File: config.mk
export PLATFORM = sky130hd
export DESIGN_NAME = weight_loader
export DESIGN_NICKNAME = d
export VERILOG_FILES = /design/src/rtl/weight_loader.sv
export SDC_FILE = /design/constraint.sdc
export NUM_CORES = 1
export LEC_CHECK = 0
export CELL_PAD_IN_SITES_DETAIL_PLACEMENT = 0
export CELL_PAD_IN_SITES_GLOBAL_PLACEMENT = 1
export CORE_AREA = 2 2 82 84
export DETAILED_ROUTE_END_ITERATION = 7
export DIE_AREA = 0 0 84 86
export PLACE_DENSITY = 0.81
export SLEW_MARGIN = 20
export SYNTH_ARGS = -nofsm -noshare
export SYNTH_HDL_FRONTEND = slang
export SYNTH_SLANG_ARGS = --single-unit
File: constraint.sdc
create_clock -name clk -period 2 [get_ports clk]
set_input_delay 0.3 -clock clk [delete_from_list [all_inputs] [get_ports clk]]
set_output_delay 0.3 -clock clk [all_outputs]
set_load 0.05 [all_outputs]
File: src/rtl/weight_loader.sv
// weight_loader: streams host weight/bias words onto the shared node bus,
// pulsing the one-hot shift enable of the node currently being filled.
// Ports:
//   clk, rst       rising-edge clock, async active-low reset
//   start, abort   begin a load pass (IDLE) / cancel it (LOAD)
//   in_valid/in_ready/in_data   host word handshake
//   we, bus_d, bus_oe  one-cycle node write, one clock after accept
//   busy, done, node_idx  pass status
module weight_loader #(
    parameter int n   = 16,
    parameter int sx  = 2,
    parameter int sl1 = 2,
    parameter int sl2 = 2,
    parameter int sl  = 1,
    parameter int nd  = 5
) (
    input  logic                  clk,
    input  logic                  rst,
    input  logic                  start,
    input  logic                  abort,
    input  logic                  in_valid,
    output logic                  in_ready,
    input  logic [2*n-1:0]        in_data,
    output logic [nd-1:0]         we,
    output logic [2*n-1:0]        bus_d,
    output logic                  bus_oe,
    output logic                  busy,
    output logic                  done,
    output logic [$clog2(nd)-1:0] node_idx
);

    localparam int NW = $clog2(nd);
    localparam int CW = 8;

    typedef enum logic [1:0] {
        IDLE,
        LOAD,
        DONE
    } state_t;

    state_t        state;
    state_t        state_nx;
    logic [CW-1:0] wcnt;
    logic [CW-1:0] fanin;
    logic          acc;
    logic          last_word;
    logic          last_node;
    logic [nd-1:0] onehot;

    // Words per node is fan-in + 1, so the counter's last value is the fan-in.
    always_comb begin
        fanin = CW'(sl2);
        if (node_idx < NW'(sl1))
            fanin = CW'(sx);
        else if (node_idx < NW'(sl1 + sl2))
            fanin = CW'(sl1);
    end

    // An aborted cycle never counts as an accepted word.
    assign acc       = (state == LOAD) && in_valid && !abort;
    assign last_word = (wcnt == fanin);
    assign last_node = (node_idx == NW'(nd - 1));
    // Node 0 owns the MSB of we.
    assign onehot    = {1'b1, {(nd-1){1'b0}}} >> node_idx;

    always_ff @(posedge clk or negedge rst) begin
        if (!rst)
            state <= IDLE;
        else
            state <= state_nx;
    end

    always_comb begin
        state_nx = state;
        unique case (state)
            IDLE: if (start) state_nx = LOAD;
            LOAD: begin
                if (abort)
                    state_nx = IDLE;
                else if (acc && last_word && last_node)
                    state_nx = DONE;
            end
            DONE:    state_nx = IDLE;
            default: state_nx = IDLE;
        endcase
    end

    always_comb begin
        in_ready = (state == LOAD);
        busy     = (state == LOAD);
    end

    always_ff @(posedge clk or negedge rst) begin
        if (!rst) begin
            we       <= '0;
            bus_d    <= '0;
            bus_oe   <= 1'b0;
            done     <= 1'b0;
            wcnt     <= '0;
            node_idx <= '0;
        end else begin
            we     <= acc ? onehot : '0;
            bus_d  <= acc ? in_data : '0;
            bus_oe <= acc;
            // Registered so the pulse lands one cycle after the final write.
            done   <= (state == DONE);
            if (state == IDLE && start) begin
                wcnt     <= '0;
                node_idx <= '0;
            end else if (acc) begin
                if (last_word) begin
                    wcnt <= '0;
                    if (!last_node)
                        node_idx <= node_idx + 1'b1;
                end else begin
                    wcnt <= wcnt + 1'b1;
                end
            end
        end
    end

endmodule

Word level (Yosys, flattened, before mapping)
Index checks and enable logic that the tools add are counted.
W data, S select, Z words.

operators by class
  $add $sub $neg = 2
  equal/unequal tests = 7
  shifts and indexed selects = 1
  mux-type cells = 13
  reductions and logical operators = 11

operators with widths
  operator               number
  $mux W32               1
  $mux W8                3
  $mux W3                4
  $add A8 B1 Y8 const B  1
  $eq A8 B2 Y1 const B   1
  $mux W2                3
  $logic_and A1 B1 Y1    5
  $mux W5                1
  $shr A5 B3 Y5 const A  1
  $pmux W2 S2            1
  $reduce_bool A2 Y1     2
  $add A3 B1 Y3 const B  1
  $eq A3 B3 Y1 const B   1
  $ne A3 B2 Y1 const B   1
  $reduce_and A3 Y1      1
  $eq A2 B1 Y1 const B   1
  $eq A2 B2 Y1 const B   1
  $logic_not A2 Y1       1
  $ne A2 B1 Y1 const B   1
  $ne A2 B2 Y1 const B   1
  $reduce_and A2 Y1      1
  $logic_not A1 Y1       1

storage, ports and cells
  flip-flop bits (word level) = 52
  word-level logic and storage cells = 41

Logic depth before layout (Yosys ltp)
Gate-level depths: netlist (run 1).

  word-level depth = 8
  gate-level depth with buffers = 6

Worst setup path after synthesis (run 1)
OpenSTA, ideal clock, no wires.

  path kind = flip-flop to output port
  from = register state[0]
  to = output in_ready
  arrival time = 1.449 ns
  path slack = 0.251 ns
  cell stages (with the launch flop) = 4
  path buffers = 1
  cells stage by stage = dfrtp_1 -> inv_1 -> nor2_1 -> buf_4

on the way
  longest elaborated chain between the ends = 1

ends and longest elaborated chain
  item                    line  RTL
  start, declared         41    state_t state;
  start signal, assigned  70    state <= state_nx;
  $eq A2 B1 Y1            --
  end, declared           22    output logic in_ready,

Every way passes these cells.

Final worst setup path (run 1)
  from = register node_idx[1]
  to = output node_idx[1]

RTL lines
  item                    line  RTL
  start, declared         29    output logic [$clog2(nd)-1:0] node_idx
  start signal, assigned  114   node_idx <= node_idx + 1'b1;

No word-level cell between the ends.

==> metrics.yaml, run 1 <==
routing:
  vias_per_cell: 4.36
  drt-total-wl_um: 3910
  ant_nets: 0
  first_pass_iters: 4
  drc: 0
  drtIter0Drc: 35
  via_count: 1409
  drt-wirelength-per-cell_um: 12.1
cts:
  cts-buffers-inserted: 5
  cts.sinks: 52
  cts_tree: "done"
  htreeDepth: 2
  insertion_delay_ns: 0.30
  path_clk_slew_ns: 0.09
  cts_root_buf: "clkbuf_8"
  cts_buffer_depth: 2
  cts_resized: 0
worst_hold_path:
  hold_path_class: "in -> async"
synth:
  netlist_instances: 158
  synth-compound-area-share_pct: 4.54
  ys_warn_count: 0
  yosys.area.top_type: "dfrtp_1"
  synth_area_leaders: "dfrtp_1, and2_1, ha_1"
  synthFlopType: "dfrtp_1"
  synth_edf_count: 0
  syn_nets: 202
  muxShareOfSynthArea_pct: 0
  netlist_top_cells_count: "dfrtp_1, and2_1, nor2_1"
  yosys.area_share.simple_pct: 21.1
  ys_seq_area_share_pct: 65.6
  syn_area_sq_mm: 0.00198
  ys_ff_latch: 52
  synth_fa_ha_area_share_pct: 4.42
  yosysMostFrequentCell: "dfrtp_1"
  async_reset_ff_share_pct: 100
  synth_top_area_share_pct: 65.6
  synth_top_family_by_area: "simple AND/OR/NAND/NOR gates"
  synth_xor_xnor_area_share_pct: 1.77
  synth_area_per_cell_sq_um: 12.6
  ys_types: 30
setup_path:
  r2r_start: "wcnt[0]$_DFFE_PN0P_"
  cp.arrival_ns: 1.55
  reg2reg_depth: 6
  timing.critical_path.buf_inv: 1
  critPathMaxStageDelay_ns: 0.83
  rr_endpoint: "node_idx[2]$_DFFE_PN0P_"
  crit_family: "buffers and inverters"
  worst-setup-path-type: "reg -> out"
  cp_cell_sequence: "clkdlybuf4s50_1"
  r2r_slack_ns: 0.32
  end_kind: "primary output"
  cp_max_fo: 5
  start_kind: "flip-flop"
  critPathSlowestCell: "clkdlybuf4s50_1"
  critPathRequiredTime_ns: 1.70
floorplan:
  rows: 29
  die_x_um: 84
  die-area_sq_mm: 0.00722
  core_sq_mm: 0.00628
  die_y_um: 86
  ios: 81
  initial_core_util_pct: 31.6
timing:
  timing.final.crit_share_pct: 92.3
  slew_viol_final: 0
  setup_viol: 0
  period_needed_ns: 1.85
  skew_ns: 0.00626
  tightest_slew_ns: 0.519
  fin_setup_tns_ns: 0
  grt_setup_unrepaired: "no"
  slew_headroom_pct: 65.3
  max_freq_ghz: 0.542
  report.final.hold_viol_count: 0
placement:
  dp_hpwl_um: 2950
  place_inst: 314
  globalplace.congestion: 0.795
  portBuffers: 80
  dpl_cell_area_sq_mm: 0.00288
final_layout:
  drive_above_1_share_pct: 7.32
  multiInputGateArea_sq_um: 632
  final_cells: 323
  syn2layout_area_growth_pct: 51.2
  regArea_sq_mm: 0.00130
  fin_area_sq_mm: 0.00300
  nets: 289
  fillerInstances: 579
  n_antenna_cell: 0
job:
  drv_cap: 0
global_routing:
  grt_max_degree: 25
  grt_use_total_pct: 11.5
  grt_pass1_vias: 1379
  antenna_found_initial: 0
  overflow: 0
  grt_pass1_wl_um: 6600
pwr:
  power.total_w: 0.00218
  ir_worst_vdd_mv: 0.311
  p_per_area_mw_per_mm2: 727
  p_leak_nw: 1.38
status:
  status: "finished, final reports clean"
cell type report:
cell class                 count  share of cell area (%)
clock buffer                   5                    2.30
multi-input combinational     95                    21.1
sequential                    52                    43.4
inverter                       5                   0.626
timing repair buffer          86                    28.0
clock inverter                 3                    1.42
tap                           77                    3.21
state kept, by name, summed over array words and instances, names as in the netlist:
register,count
bus_d,32
wcnt,8
we,5
node_idx,3
state,2
bus_oe,1
done,1
report_power, final:
part           internal [W]  switching (W)  total (W)
sequential          0.00109      0.0000282    0.00112
combinational      0.000152       0.000210   0.000363
clock              0.000370       0.000331   0.000702
total               0.00161       0.000570    0.00218
placed cells by master, fill, tap and decap left out, types with 2 or more instances in the layout:
master / synthesis / routed
inv_1: 5 / 5
o21ai_0: 5 / 5
nand2_1: 6 / 6
o21a_1: 2 / 2
or3_1: 3 / 3
dfrtp_1: 52 / 52
nor2_1: 8 / 8
and2_1: 33 / 33
nand4_1: 2 / 2
xor2_1: 3 / 3
clkbuf_8: 0 / 5
clkdlybuf4s50_1: 0 / 77
ha_1: 7 / 7
and3_1: 5 / 5
buf_4: 2 / 7
nand3_1: 6 / 6
a21oi_1: 2 / 2
logic make-up (layout without fill, tap and decap cells):
family | Yosys count | count (layout)
AND/OR/NAND/NOR | 70 | 70
flip-flops | 52 | 52
AO/OA/AOI/OAI | 14 | 14
buffers and inverters | 11 | 99
adder cells (fa/ha/maj) | 7 | 7
XOR/XNOR | 4 | 4
timing repair:
action                     in CTS  in global routing
setup endpoints to repair       0                  0
hold buffers                    1                  0
hold endpoints to repair        6                  0
setup buffers                   0                  0
metal layers:
metal	share of wire, %	track usage (%)	vias up
met2	48	19.0	44
li1	-	-	691
met3	6.6	4.04	5
met5	0	0	-
met4	1.3	3.08	0
met1	44	14.6	669
worst max-delay path by stage:
stage | from | end | cells after the start
after detailed placement | abort | node_idx[0]$_DFFE_PN0P_ | 6
after floorplan | state[0]$_DFFE_PN0P_ | in_ready | 3
final | node_idx[1]$_DFFE_PN0P_ | node_idx[1] | 1
after CTS | node_idx[1]$_DFFE_PN0P_ | node_idx[1] | 1
after global placement | abort | node_idx[0]$_DFFE_PN0P_ | 6
after global routing | node_idx[1]$_DFFE_PN0P_ | node_idx[1] | 1
per-stage QoR:
| stage | hold WS, ns | setup WS [ns] | util [%] |
|---|---|---|---|
| floorplan | 0.00441 | 0.251 | - |
| global placement | 0.142 | 0.0951 | 45.8 |
| detailed placement | 0.145 | 0.0385 | 45.8 |
| CTS | 0.346 | 0.140 | 47.8 |
| global route | 0.339 | 0.0927 | 47.8 |
| finish | 0.349 | 0.154 | 47.8 |
No activity file was read; power rests on OpenSTA's default activity.
==> run 2, diff against run 1 <==
--- a/config.mk
+++ b/config.mk
@@ -7,10 +7,12 @@
 export LEC_CHECK = 0
 export CELL_PAD_IN_SITES_DETAIL_PLACEMENT = 0
 export CELL_PAD_IN_SITES_GLOBAL_PLACEMENT = 1
-export CORE_AREA = 2 2 82 84
+export CORE_AREA = 2 2 72 67
+export CTS_CLUSTER_SIZE = 40
 export DETAILED_ROUTE_END_ITERATION = 7
-export DIE_AREA = 0 0 84 86
-export PLACE_DENSITY = 0.81
+export DIE_AREA = 0 0 74 69
+export DONT_BUFFER_PORTS = 1
+export PLACE_DENSITY = 0.79
 export SLEW_MARGIN = 20
 export SYNTH_ARGS = -nofsm -noshare
 export SYNTH_HDL_FRONTEND = slang
==> metrics.yaml, run 2 (synthesized netlist as in run 1, its figures left out) <==
status:
  status: "finished, final reports clean"
pwr:
  p_per_area_mw_per_mm2: 935
  pwr-share-clk_pct: 34.9
  pwr-share-seq_pct: 57.8
  p_leak_nw: 1.11
  p_int_w: 0.00154
  ir_worst_vdd_mv: 0.340
  power_frac_comb_pct: 7.3
  switching_share_pct: 26.1
  power.total_w: 0.00209
  power.switching_w: 0.000545
final_layout:
  fillerInstances: 384
  multiInputGateArea_sq_um: 634
  final_cell_mix: "dfrtp_1, and2_1, nor2_1, ha_1"
  top_regs: "bus_d: 32 flops, wcnt: 8 flops, we: 5 flops"
  regArea_sq_mm: 0.00130
  nets: 211
  drive_above_1_share_pct: 10.7
  syn2layout_area_growth_pct: 12.7
  largest_reg_flops: 32
  layout_commonest_cell: "dfrtp_1"
  largest-register: "bus_d"
  n_antenna_cell: 0
setup_path:
  end_kind: "flip-flop"
  timing.critical_path.buf_inv: 0
  cp_max_fo: 8
  rr_endpoint: "wcnt[3]$_DFFE_PN0P_"
  r2r_slack_ns: 0.37
  crit_family: "simple AND/OR/NAND/NOR gates"
  worst-setup-path-type: "reg -> reg"
  reg2reg_depth: 4
  cp.arrival_ns: 1.86
  cp_cell_sequence: "and4bb_1 > nor2_1 > or3_1 > a21oi_1"
  critPathSlowestCell: "dfrtp_1"
  critPathRequiredTime_ns: 2.23
  r2r_start: "state[1]$_DFFE_PN0P_"
  critPathMaxStageDelay_ns: 0.44
  start_kind: "flip-flop"
global_routing:
  grt_pass1_vias: 1132
  overflow: 0
  grt_pass1_wl_um: 5510
  grt_use_total_pct: 14.3
  grt_max_degree: 53
  antenna_found_initial: 0
timing:
  skew_ns: 0.00971
  setup_viol: 0
  report.final.hold_viol_count: 0
  period_needed_ns: 1.63
  slew_viol_final: 0
  grt_setup_unrepaired: "no"
  tightest_slew_ns: 0.463
  fin_setup_tns_ns: 0
  slew_headroom_pct: 69.2
  max_freq_ghz: 0.612
  timing.final.crit_share_pct: 81.7
cts:
  path_clk_slew_ns: 0.09
  cts_buffer_depth: 2
  cts_setup_buffers: 0
  cts_root_buf: "clkbuf_8"
  cts-buffers-inserted: 5
  cts_resized: 0
  cts_hold_buf: 2
  cts.sinks: 52
  htreeDepth: 2
  cts_tree: "done"
  insertion_delay_ns: 0.30
routing:
  ant_nets: 0
  drt-total-wl_um: 3360
  via_count: 1152
  drc: 0
  vias_per_cell: 5.01
  first_pass_iters: 4
  drt-wirelength-per-cell_um: 14.6
  drtIter0Drc: 34
floorplan:
  rows: 23
  core_sq_mm: 0.00435
  die_x_um: 74
  die-area_sq_mm: 0.00511
  initial_core_util_pct: 45.6
  ios: 81
  die_y_um: 69
placement:
  globalplace.congestion: 0.766
  portBuffers: 0
  dp_hpwl_um: 2510
job:
  drv_cap: 0
worst_hold_path:
  min_from: "abort"
  hold_path_class: "in -> reg"
  worstHoldPathCells: 1
  holdPathEnd: "state[0]$_DFFE_PN0P_"
run 2: changes by cell type in the layout (fill, tap and decap cells not counted), sizes merged:
| cell | before | now |
|---|---|---|
| clkbuf | 5 | 6 |
| buf | 8 | 7 |
| clkinvlp | 1 | 0 |
| clkdlybuf4s50 | 77 | 0 |
run 2: worst max path at each step:
stage                    startpoint                      end  slack, ns  cells past startpoint
2_1_floorplan  state[0]$_DFFE_PN0P_                 in_ready       0.25                      3
3_3_place_gp   state[1]$_DFFE_PN0P_      wcnt[7]$_DFFE_PN0P_       0.43                      4
3_5_place_dp   state[1]$_DFFE_PN0P_      wcnt[4]$_DFFE_PN0P_       0.37                      4
4_1_cts        state[1]$_DFFE_PN0P_      wcnt[4]$_DFFE_PN0P_       0.36                      4
5_1_grt         wcnt[0]$_DFFE_PN0P_  node_idx[2]$_DFFE_PN0P_       0.22                      6
6_report       state[1]$_DFFE_PN0P_      wcnt[3]$_DFFE_PN0P_       0.37                      4
run 2: final cells by class:
type,count,area share [%]
clock inverter,2,1.73
clock buffer,6,3.69
tap,62,3.47
inverter,5,0.839
multi-input combinational,95,28.4
sequential,52,58.2
timing repair buffer,8,3.69
run 2: worst register-to-register path, cell delays in order (launching register included):
cell      delay, ns
dfrtp_1        0.44
and4bb_1       0.43
nor2_1         0.18
or3_1          0.37
a21oi_1        0.15
run 2: stage by stage:
step           cells  utilization [%]  area (sq um)  worst slack (ns)  hold slack [ns]
3_5_place_dp     220             47.8          2080             0.372          0.00501
6_report         230             51.5          2240             0.367           0.0886
2_1_floorplan    158                -          1980             0.251          0.00441
3_3_place_gp     220             47.8          2080             0.431          0.00526
4_1_cts          230             51.5          2240             0.358           0.0783
5_1_grt          230             51.5          2240             0.219           0.0660
run 2: power by group through the flow:
stage / clock (W) / combinational, W / sequential (W)
4_1_cts: 0.000759 / 0.000156 / 0.00121
3_3_place_gp: 0 / 0.000121 / 0.00123
2_1_floorplan: 0 / 0.0000988 / 0.00123
5_1_grt: 0.000821 / 0.000174 / 0.00121
3_5_place_dp: 0 / 0.000128 / 0.00123
6_report: 0.000730 / 0.000153 / 0.00121
run 2: per-layer routing:
metal / track usage (%) / vias to the layer above / routed length [um]
li1: - / 533 / -
met1: 16.5 / 565 / 1290
met2: 23.5 / 45 / 1740
met3: 5.41 / 9 / 254
met4: 6.06 / 0 / 79
met5: 0 / - / 0
